$ cat src/rtl/alu_share_arbiter_if.sv
// Bundle of the two requester channels, the shared ALU datapath and the response channel
// seen by alu_share_arbiter. The arbiter connects through the slave modport.
interface alu_share_arbiter_if #(
    parameter int WIDTH = 4,
    parameter int SEL_W = 3
);
    logic             req0_valid;
    logic             req0_ready;
    logic [WIDTH-1:0] req0_a;
    logic [WIDTH-1:0] req0_b;
    logic [SEL_W-1:0] req0_s;
    logic             req0_cin;

    logic             req1_valid;
    logic             req1_ready;
    logic [WIDTH-1:0] req1_a;
    logic [WIDTH-1:0] req1_b;
    logic [SEL_W-1:0] req1_s;
    logic             req1_cin;

    logic [WIDTH-1:0] alu_a;
    logic [WIDTH-1:0] alu_b;
    logic [SEL_W-1:0] alu_s;
    logic             alu_cin;
    logic [WIDTH-1:0] alu_y;
    logic [WIDTH-1:0] alu_cout;

    logic             rsp_valid;
    logic             rsp_ready;
    logic             rsp_id;
    logic [WIDTH-1:0] rsp_y;
    logic [WIDTH-1:0] rsp_cout;

    // Environment side: requesters, the ALU itself and the response consumer
    modport master (
        output req0_valid, req0_a, req0_b, req0_s, req0_cin,
        input  req0_ready,
        output req1_valid, req1_a, req1_b, req1_s, req1_cin,
        input  req1_ready,
        input  alu_a, alu_b, alu_s, alu_cin,
        output alu_y, alu_cout,
        input  rsp_valid, rsp_id, rsp_y, rsp_cout,
        output rsp_ready
    );

    modport slave (
        input  req0_valid, req0_a, req0_b, req0_s, req0_cin,
        output req0_ready,
        input  req1_valid, req1_a, req1_b, req1_s, req1_cin,
        output req1_ready,
        output alu_a, alu_b, alu_s, alu_cin,
        input  alu_y, alu_cout,
        output rsp_valid, rsp_id, rsp_y, rsp_cout,
        input  rsp_ready
    );
endinterface

$ cat src/rtl/alu_share_arbiter.sv
// Round-robin sharing of one combinational ALU between two requesters: register the
// winner's operands, hold them for a settle time, capture the result and return it.
module alu_share_arbiter #(
    parameter int WIDTH         = 4,
    parameter int SEL_W         = 3,
    parameter int SETTLE_CYCLES = 1
) (
    input  logic                clk,
    input  logic                rst,
    alu_share_arbiter_if.slave  bus,
    output logic                busy,
    output logic [7:0]          op_count
);
    typedef enum logic [1:0] {IDLE, EXEC, RESP} state_t;

    localparam logic [3:0] SETTLE_LOAD = 4'(SETTLE_CYCLES - 1);

    state_t           state;
    state_t           state_nxt;
    logic             last_grant;
    logic             grant;
    logic             any_valid;
    logic [3:0]       settle_cnt;

    logic [WIDTH-1:0] alu_a_q;
    logic [WIDTH-1:0] alu_b_q;
    logic [SEL_W-1:0] alu_s_q;
    logic             alu_cin_q;
    logic             rsp_valid_q;
    logic             rsp_id_q;
    logic [WIDTH-1:0] rsp_y_q;
    logic [WIDTH-1:0] rsp_cout_q;

    // On a tie the requester that was not served last wins
    always_comb begin
        any_valid = bus.req0_valid | bus.req1_valid;
        grant     = 1'b0;
        if (bus.req0_valid && bus.req1_valid) begin
            grant = ~last_grant;
        end else if (bus.req1_valid) begin
            grant = 1'b1;
        end
    end

    assign bus.req0_ready = (state == IDLE) && bus.req0_valid && !grant;
    assign bus.req1_ready = (state == IDLE) && bus.req1_valid &&  grant;
    assign busy           = (state != IDLE);

    always_comb begin
        state_nxt = state;
        case (state)
            IDLE:    if (any_valid)                state_nxt = EXEC;
            EXEC:    if (settle_cnt == 4'd0)       state_nxt = RESP;
            RESP:    if (bus.rsp_ready)            state_nxt = IDLE;
            default:                               state_nxt = IDLE;
        endcase
    end

    always_ff @(posedge clk or posedge rst) begin
        if (rst) begin
            state <= IDLE;
        end else begin
            state <= state_nxt;
        end
    end

    // Operands stay on the ALU after completion; only an accept replaces them
    always_ff @(posedge clk or posedge rst) begin
        if (rst) begin
            alu_a_q     <= '0;
            alu_b_q     <= '0;
            alu_s_q     <= '0;
            alu_cin_q   <= 1'b0;
            rsp_valid_q <= 1'b0;
            rsp_id_q    <= 1'b0;
            rsp_y_q     <= '0;
            rsp_cout_q  <= '0;
            last_grant  <= 1'b1;
            settle_cnt  <= 4'd0;
            op_count    <= 8'd0;
        end else begin
            case (state)
                IDLE: begin
                    if (any_valid) begin
                        alu_a_q    <= grant ? bus.req1_a   : bus.req0_a;
                        alu_b_q    <= grant ? bus.req1_b   : bus.req0_b;
                        alu_s_q    <= grant ? bus.req1_s   : bus.req0_s;
                        alu_cin_q  <= grant ? bus.req1_cin : bus.req0_cin;
                        rsp_id_q   <= grant;
                        settle_cnt <= SETTLE_LOAD;
                    end
                end
                EXEC: begin
                    if (settle_cnt == 4'd0) begin
                        rsp_y_q     <= bus.alu_y;
                        rsp_cout_q  <= bus.alu_cout;
                        rsp_valid_q <= 1'b1;
                    end else begin
                        settle_cnt <= settle_cnt - 4'd1;
                    end
                end
                RESP: begin
                    if (bus.rsp_ready) begin
                        rsp_valid_q <= 1'b0;
                        last_grant  <= rsp_id_q;
                        op_count    <= op_count + 8'd1;
                    end
                end
                default: ;
            endcase
        end
    end

    assign bus.alu_a     = alu_a_q;
    assign bus.alu_b     = alu_b_q;
    assign bus.alu_s     = alu_s_q;
    assign bus.alu_cin   = alu_cin_q;
    assign bus.rsp_valid = rsp_valid_q;
    assign bus.rsp_id    = rsp_id_q;
    assign bus.rsp_y     = rsp_y_q;
    assign bus.rsp_cout  = rsp_cout_q;
endmodule

$ cat src/flat_wrapper.sv
// flat-port wrapper written by rule: the top's interface ports become plain ports
module alu_share_arbiter_flat 
#(
    parameter int WIDTH         = 4,
    parameter int SEL_W         = 3,
    parameter int SETTLE_CYCLES = 1
)
  (clk, rst, busy, op_count, bus_req0_valid, bus_req0_a, bus_req0_b, bus_req0_s, bus_req0_cin, bus_req0_ready, bus_req1_valid, bus_req1_a, bus_req1_b, bus_req1_s, bus_req1_cin, bus_req1_ready, bus_alu_a, bus_alu_b, bus_alu_s, bus_alu_cin, bus_alu_y, bus_alu_cout, bus_rsp_valid, bus_rsp_id, bus_rsp_y, bus_rsp_cout, bus_rsp_ready);
  alu_share_arbiter_if #(.WIDTH(WIDTH), .SEL_W(SEL_W)) bus_i ();
  input  logic clk;
  input  logic rst;
  output logic busy;
  output logic [7:0] op_count;
  input wire logic [$bits(bus_i.req0_valid)-1:0] bus_req0_valid;
  input wire logic [$bits(bus_i.req0_a)-1:0] bus_req0_a;
  input wire logic [$bits(bus_i.req0_b)-1:0] bus_req0_b;
  input wire logic [$bits(bus_i.req0_s)-1:0] bus_req0_s;
  input wire logic [$bits(bus_i.req0_cin)-1:0] bus_req0_cin;
  output wire logic [$bits(bus_i.req0_ready)-1:0] bus_req0_ready;
  input wire logic [$bits(bus_i.req1_valid)-1:0] bus_req1_valid;
  input wire logic [$bits(bus_i.req1_a)-1:0] bus_req1_a;
  input wire logic [$bits(bus_i.req1_b)-1:0] bus_req1_b;
  input wire logic [$bits(bus_i.req1_s)-1:0] bus_req1_s;
  input wire logic [$bits(bus_i.req1_cin)-1:0] bus_req1_cin;
  output wire logic [$bits(bus_i.req1_ready)-1:0] bus_req1_ready;
  output wire logic [$bits(bus_i.alu_a)-1:0] bus_alu_a;
  output wire logic [$bits(bus_i.alu_b)-1:0] bus_alu_b;
  output wire logic [$bits(bus_i.alu_s)-1:0] bus_alu_s;
  output wire logic [$bits(bus_i.alu_cin)-1:0] bus_alu_cin;
  input wire logic [$bits(bus_i.alu_y)-1:0] bus_alu_y;
  input wire logic [$bits(bus_i.alu_cout)-1:0] bus_alu_cout;
  output wire logic [$bits(bus_i.rsp_valid)-1:0] bus_rsp_valid;
  output wire logic [$bits(bus_i.rsp_id)-1:0] bus_rsp_id;
  output wire logic [$bits(bus_i.rsp_y)-1:0] bus_rsp_y;
  output wire logic [$bits(bus_i.rsp_cout)-1:0] bus_rsp_cout;
  input wire logic [$bits(bus_i.rsp_ready)-1:0] bus_rsp_ready;
  assign bus_i.req0_valid = bus_req0_valid;
  assign bus_i.req0_a = bus_req0_a;
  assign bus_i.req0_b = bus_req0_b;
  assign bus_i.req0_s = bus_req0_s;
  assign bus_i.req0_cin = bus_req0_cin;
  assign bus_req0_ready = bus_i.req0_ready;
  assign bus_i.req1_valid = bus_req1_valid;
  assign bus_i.req1_a = bus_req1_a;
  assign bus_i.req1_b = bus_req1_b;
  assign bus_i.req1_s = bus_req1_s;
  assign bus_i.req1_cin = bus_req1_cin;
  assign bus_req1_ready = bus_i.req1_ready;
  assign bus_alu_a = bus_i.alu_a;
  assign bus_alu_b = bus_i.alu_b;
  assign bus_alu_s = bus_i.alu_s;
  assign bus_alu_cin = bus_i.alu_cin;
  assign bus_i.alu_y = bus_alu_y;
  assign bus_i.alu_cout = bus_alu_cout;
  assign bus_rsp_valid = bus_i.rsp_valid;
  assign bus_rsp_id = bus_i.rsp_id;
  assign bus_rsp_y = bus_i.rsp_y;
  assign bus_rsp_cout = bus_i.rsp_cout;
  assign bus_i.rsp_ready = bus_rsp_ready;
  alu_share_arbiter #(.WIDTH(WIDTH), .SEL_W(SEL_W), .SETTLE_CYCLES(SETTLE_CYCLES)) u_core (.clk(clk), .rst(rst), .bus(bus_i), .busy(busy), .op_count(op_count));
endmodule
$ cat config.mk
export PLATFORM = sky130hd
export DESIGN_NAME = alu_share_arbiter_flat
export DESIGN_NICKNAME = d
export VERILOG_FILES = /design/src/rtl/alu_share_arbiter_if.sv /design/src/rtl/alu_share_arbiter.sv /design/src/flat_wrapper.sv
export SDC_FILE = /design/constraint.sdc
export NUM_CORES = 1
export LEC_CHECK = 0
export CAP_MARGIN = 25
export CORE_AREA = 2 2 94 51
export CTS_CLUSTER_DIAMETER = 200
export DETAILED_ROUTE_END_ITERATION = 16
export DIE_AREA = 0 0 96 53
export PLACE_DENSITY = 0.75
export SLEW_MARGIN = 40
export SYNTH_ARGS = -nofsm -noshare
export SYNTH_HDL_FRONTEND = slang
export SYNTH_SLANG_ARGS = --single-unit
$ cat constraint.sdc
create_clock -name clk -period 3.4 [get_ports clk]
set_input_delay 0.34 -clock clk [delete_from_list [all_inputs] [get_ports clk]]
set_output_delay 0.34 -clock clk [all_outputs]
set_load 0.01 [all_outputs]
==> metrics <==
commonest register cell after synthesis=dfrtp_1; multi-input logic area=~810 um^2; first-pass detailed-route iteration total=4; Filler cells=between 300 and 400; Synth Register Bits=37; Gate Count Post-Synth=134; met1 usage=0.217; initial core utilization=0.422; TNS Setup=0 ns; R2R setup slack=roughly 1.5 ns; worst path bufs/invs=2; initial antenna violation count=0; # setup viols final=0; slowest CP cell=clkdlybuf4s50_1; Synth area leaders=dfrtp_1 50%, mux2_4 13%, mux2_1 5.7%; initial DRC count=36; first-pass GRT wire length=about 6.4 mm; Num CTS Buffers=5; P&R area growth vs syn=48.5%; GRT met3 Usage=0.0570; gr ovfl total=0; number of synthesized flops with an enable pin=0; Worst slew margin=0.679; Post-Synth XOR/XNOR Area=0.0343; CP delay by family, top=buffers and inverters; Synth Area in Adders=0.0210; final worst path period need=~2.4 ns; CTS H-tree lvls=2; Distinct cells, synth=37; skew final=about 0.0054 ns; vias in the first global route=1321; Worst Slack Setup Final=about 1.0 ns; Critical Path Max Stage Delay=between 0.5 and 0.6 ns; Final Cell Area=2650 um^2; gr busiest metal=met2; CP required=3.06 ns; Reg area=around 900 um^2; Avg Inst Size Synth=approximately 13 um^2; CP Class=in2out; Post-DP Area=approximately 2500 um^2; GR Util All Layers=0.174; sequential area share after synthesis=0.519; status=completed; cell mode on critical path=clkdlybuf4s50_1; clk_lat worst skew=0.29 ns; RSZ-0062 raised after global routing=false; Max IR drop VDD=about 350 uV; final max-slew violation count=0; Power Dens Cells=a little over 800 nW/um^2; Post-CTS Setup Bufs=0; most common cell in the netlist=dfrtp_1; placed insts=between 200 and 300; worst slew pin tran=roughly 0.48 ns; Synthesis Warnings=0; min-delay worst type=in2async; Place WS=roughly 1.1 ns; Critical Path Source Type=primary input; final hold vios=0; ant diodes=0; CTS tree=yes; synth cell count leaders=36 x dfrtp_1, 16 x mux2_4, 10 x nand2_1; CP max FO=8; Clock Sinks=37; Synth area leader=dfrtp_1; largest family of logic cells by synthesized area=multiplexers; die area=between 5000 and 6000 um^2; clk buf depth=2; # IOs=70; row count=17; Arr. time, crit path=just over 2 ns; post-route antenna net violation count=0; vias per cell=between 4 and 5; Resize count post-CTS=0; Final #Nets=249; Net Count, Synth=174; I/O Buffers=a little under 70; final wirelength=a little over 4 mm; Cell Count, Final, Fillers Out=roughly 270; post-synthesis mux area share=0.241; CP cell instances=clkdlybuf4s50_1 -> a21boi_2 -> and2_1 -> clkdlybuf4s50_1; clock-pin slew on the worst setup and hold paths=0.07 ns; Die Span X=between 90 and 100 um; Max Freq=425 MHz; compound-gate portion of the synthesized area=0.0413; Simple-Gate Fraction of Synth Area=0.118; FF-to-FF End=u_core.bus.rsp_cout[3]; RR Startpoint=u_core.settle_cnt[0]; R2R cell count=5; fin crit share=0.693; largest net degree at the start of global routing=25; Root Buffer=clkbuf_8; share of cells above drive strength 1=0.195; DR WL/cell=approximately 15 um; asr flop ratio synth=1.00; GP Congestion=roughly 0.71; Worst setup EP type=primary output; Post-Syn Area=1790 um^2; met2 Use GR=0.282; post-synth top area share=0.504; Residual DRC=0; Vias=~1300; P_leak=~1.2 nW; detailed placer's ending HPWL=3.23 mm; core box area=4230 um^2; Die Height=approximately 53 um; Max Cap Viol=0; hold_buf cts=0; total chip power=~2.2 mW
==> final cells by class <==
type / instances / share of cell area
Sequential cell: 37 / 0.350
Inverter: 5 / 0.00708
Multi-Input combinational cell: 89 / 0.307
Timing Repair Buffer: 71 / 0.266
Clock inverter: 1 / 0.0113
Clock buffer: 7 / 0.0325
Tap cell: 57 / 0.0269
==> metrics by stage <==
stage,util,hold slack [ns]
6_report,0.627,0.383
5_1_grt,0.627,0.424
4_1_cts,0.627,0.403
3_5_place_dp,0.599,0.476
3_3_place_gp,0.599,0.455
2_1_floorplan,-,0.447
==> registers in the layout (all words and copies together), names as in the netlist <==
signal and flops:
u_core.bus.alu_a 4, u_core.bus.alu_b 4, u_core.bus.rsp_y 4, u_core.bus.rsp_cout 4, u_core.bus.rsp_id 1, u_core.bus.alu_cin 1
u_core.op_count 8, u_core.settle_cnt 4, u_core.last_grant 1, u_core.bus.alu_s 3, u_core.state 2, u_core.bus.rsp_valid 1
==> power breakdown <==
group | leakage, nW | switching, mW | internal [mW] | total (mW)
logic | 0.650 | 0.394 | 0.613 | 1.01
clock network | 0.0585 | 0.153 | 0.239 | 0.392
registers | 0.445 | 0.157 | 0.634 | 0.791
==> worst max path at each step <==
| stage | from | endpoint | slack (ns) | cells past startpoint |
|---|---|---|---|---|
| floorplan | u_core.settle_cnt[0] | u_core.bus.rsp_cout[0] | 1.91 | 6 |
| global placement | bus_req1_valid | bus_req1_ready | 1.09 | 4 |
| detailed placement | bus_req1_valid | bus_req1_ready | 1.05 | 4 |
| CTS | bus_req1_valid | bus_req1_ready | 1.05 | 4 |
| global route | bus_req1_valid | bus_req1_ready | 0.96 | 4 |
| finish | bus_req1_valid | bus_req1_ready | 1.04 | 4 |
==> cell usage in the layout (no fill, tap or decap), types with 2 or more instances in the layout <==
cell type and instances:
buf_4 2, clkbuf_8 6, clkdlybuf4s50_1 69, dfrtp_1 36
ha_1 3, inv_1 3, inv_2 2, mux2_1 9
mux2_2 7, mux2_4 16, nand2_1 10, nand2b_1 3
nand3b_1 2, nand4_1 3, nor2_1 4, nor3_1 4
o21ai_0 3, xnor2_1 5, xor2_1 2
==> logic make-up after synthesis <==
kind of cell / count (synthesis)
buffers and inverters: 8
muxes: 33
adders and majority gates: 3
and+or+nand+nor: 36
AOI/OAI and AO/OA: 10
DFF: 37
xor gates and xnor gates: 7
==> routing by layer <==
layer / wire length [um] / up-vias
li1: - / 619
met1: 1790 / 649
met2: 1950 / 47
met3: 239 / 8
met4: 58 / 0
met5: 0 / -
Power figures use the tool's default switching activity.
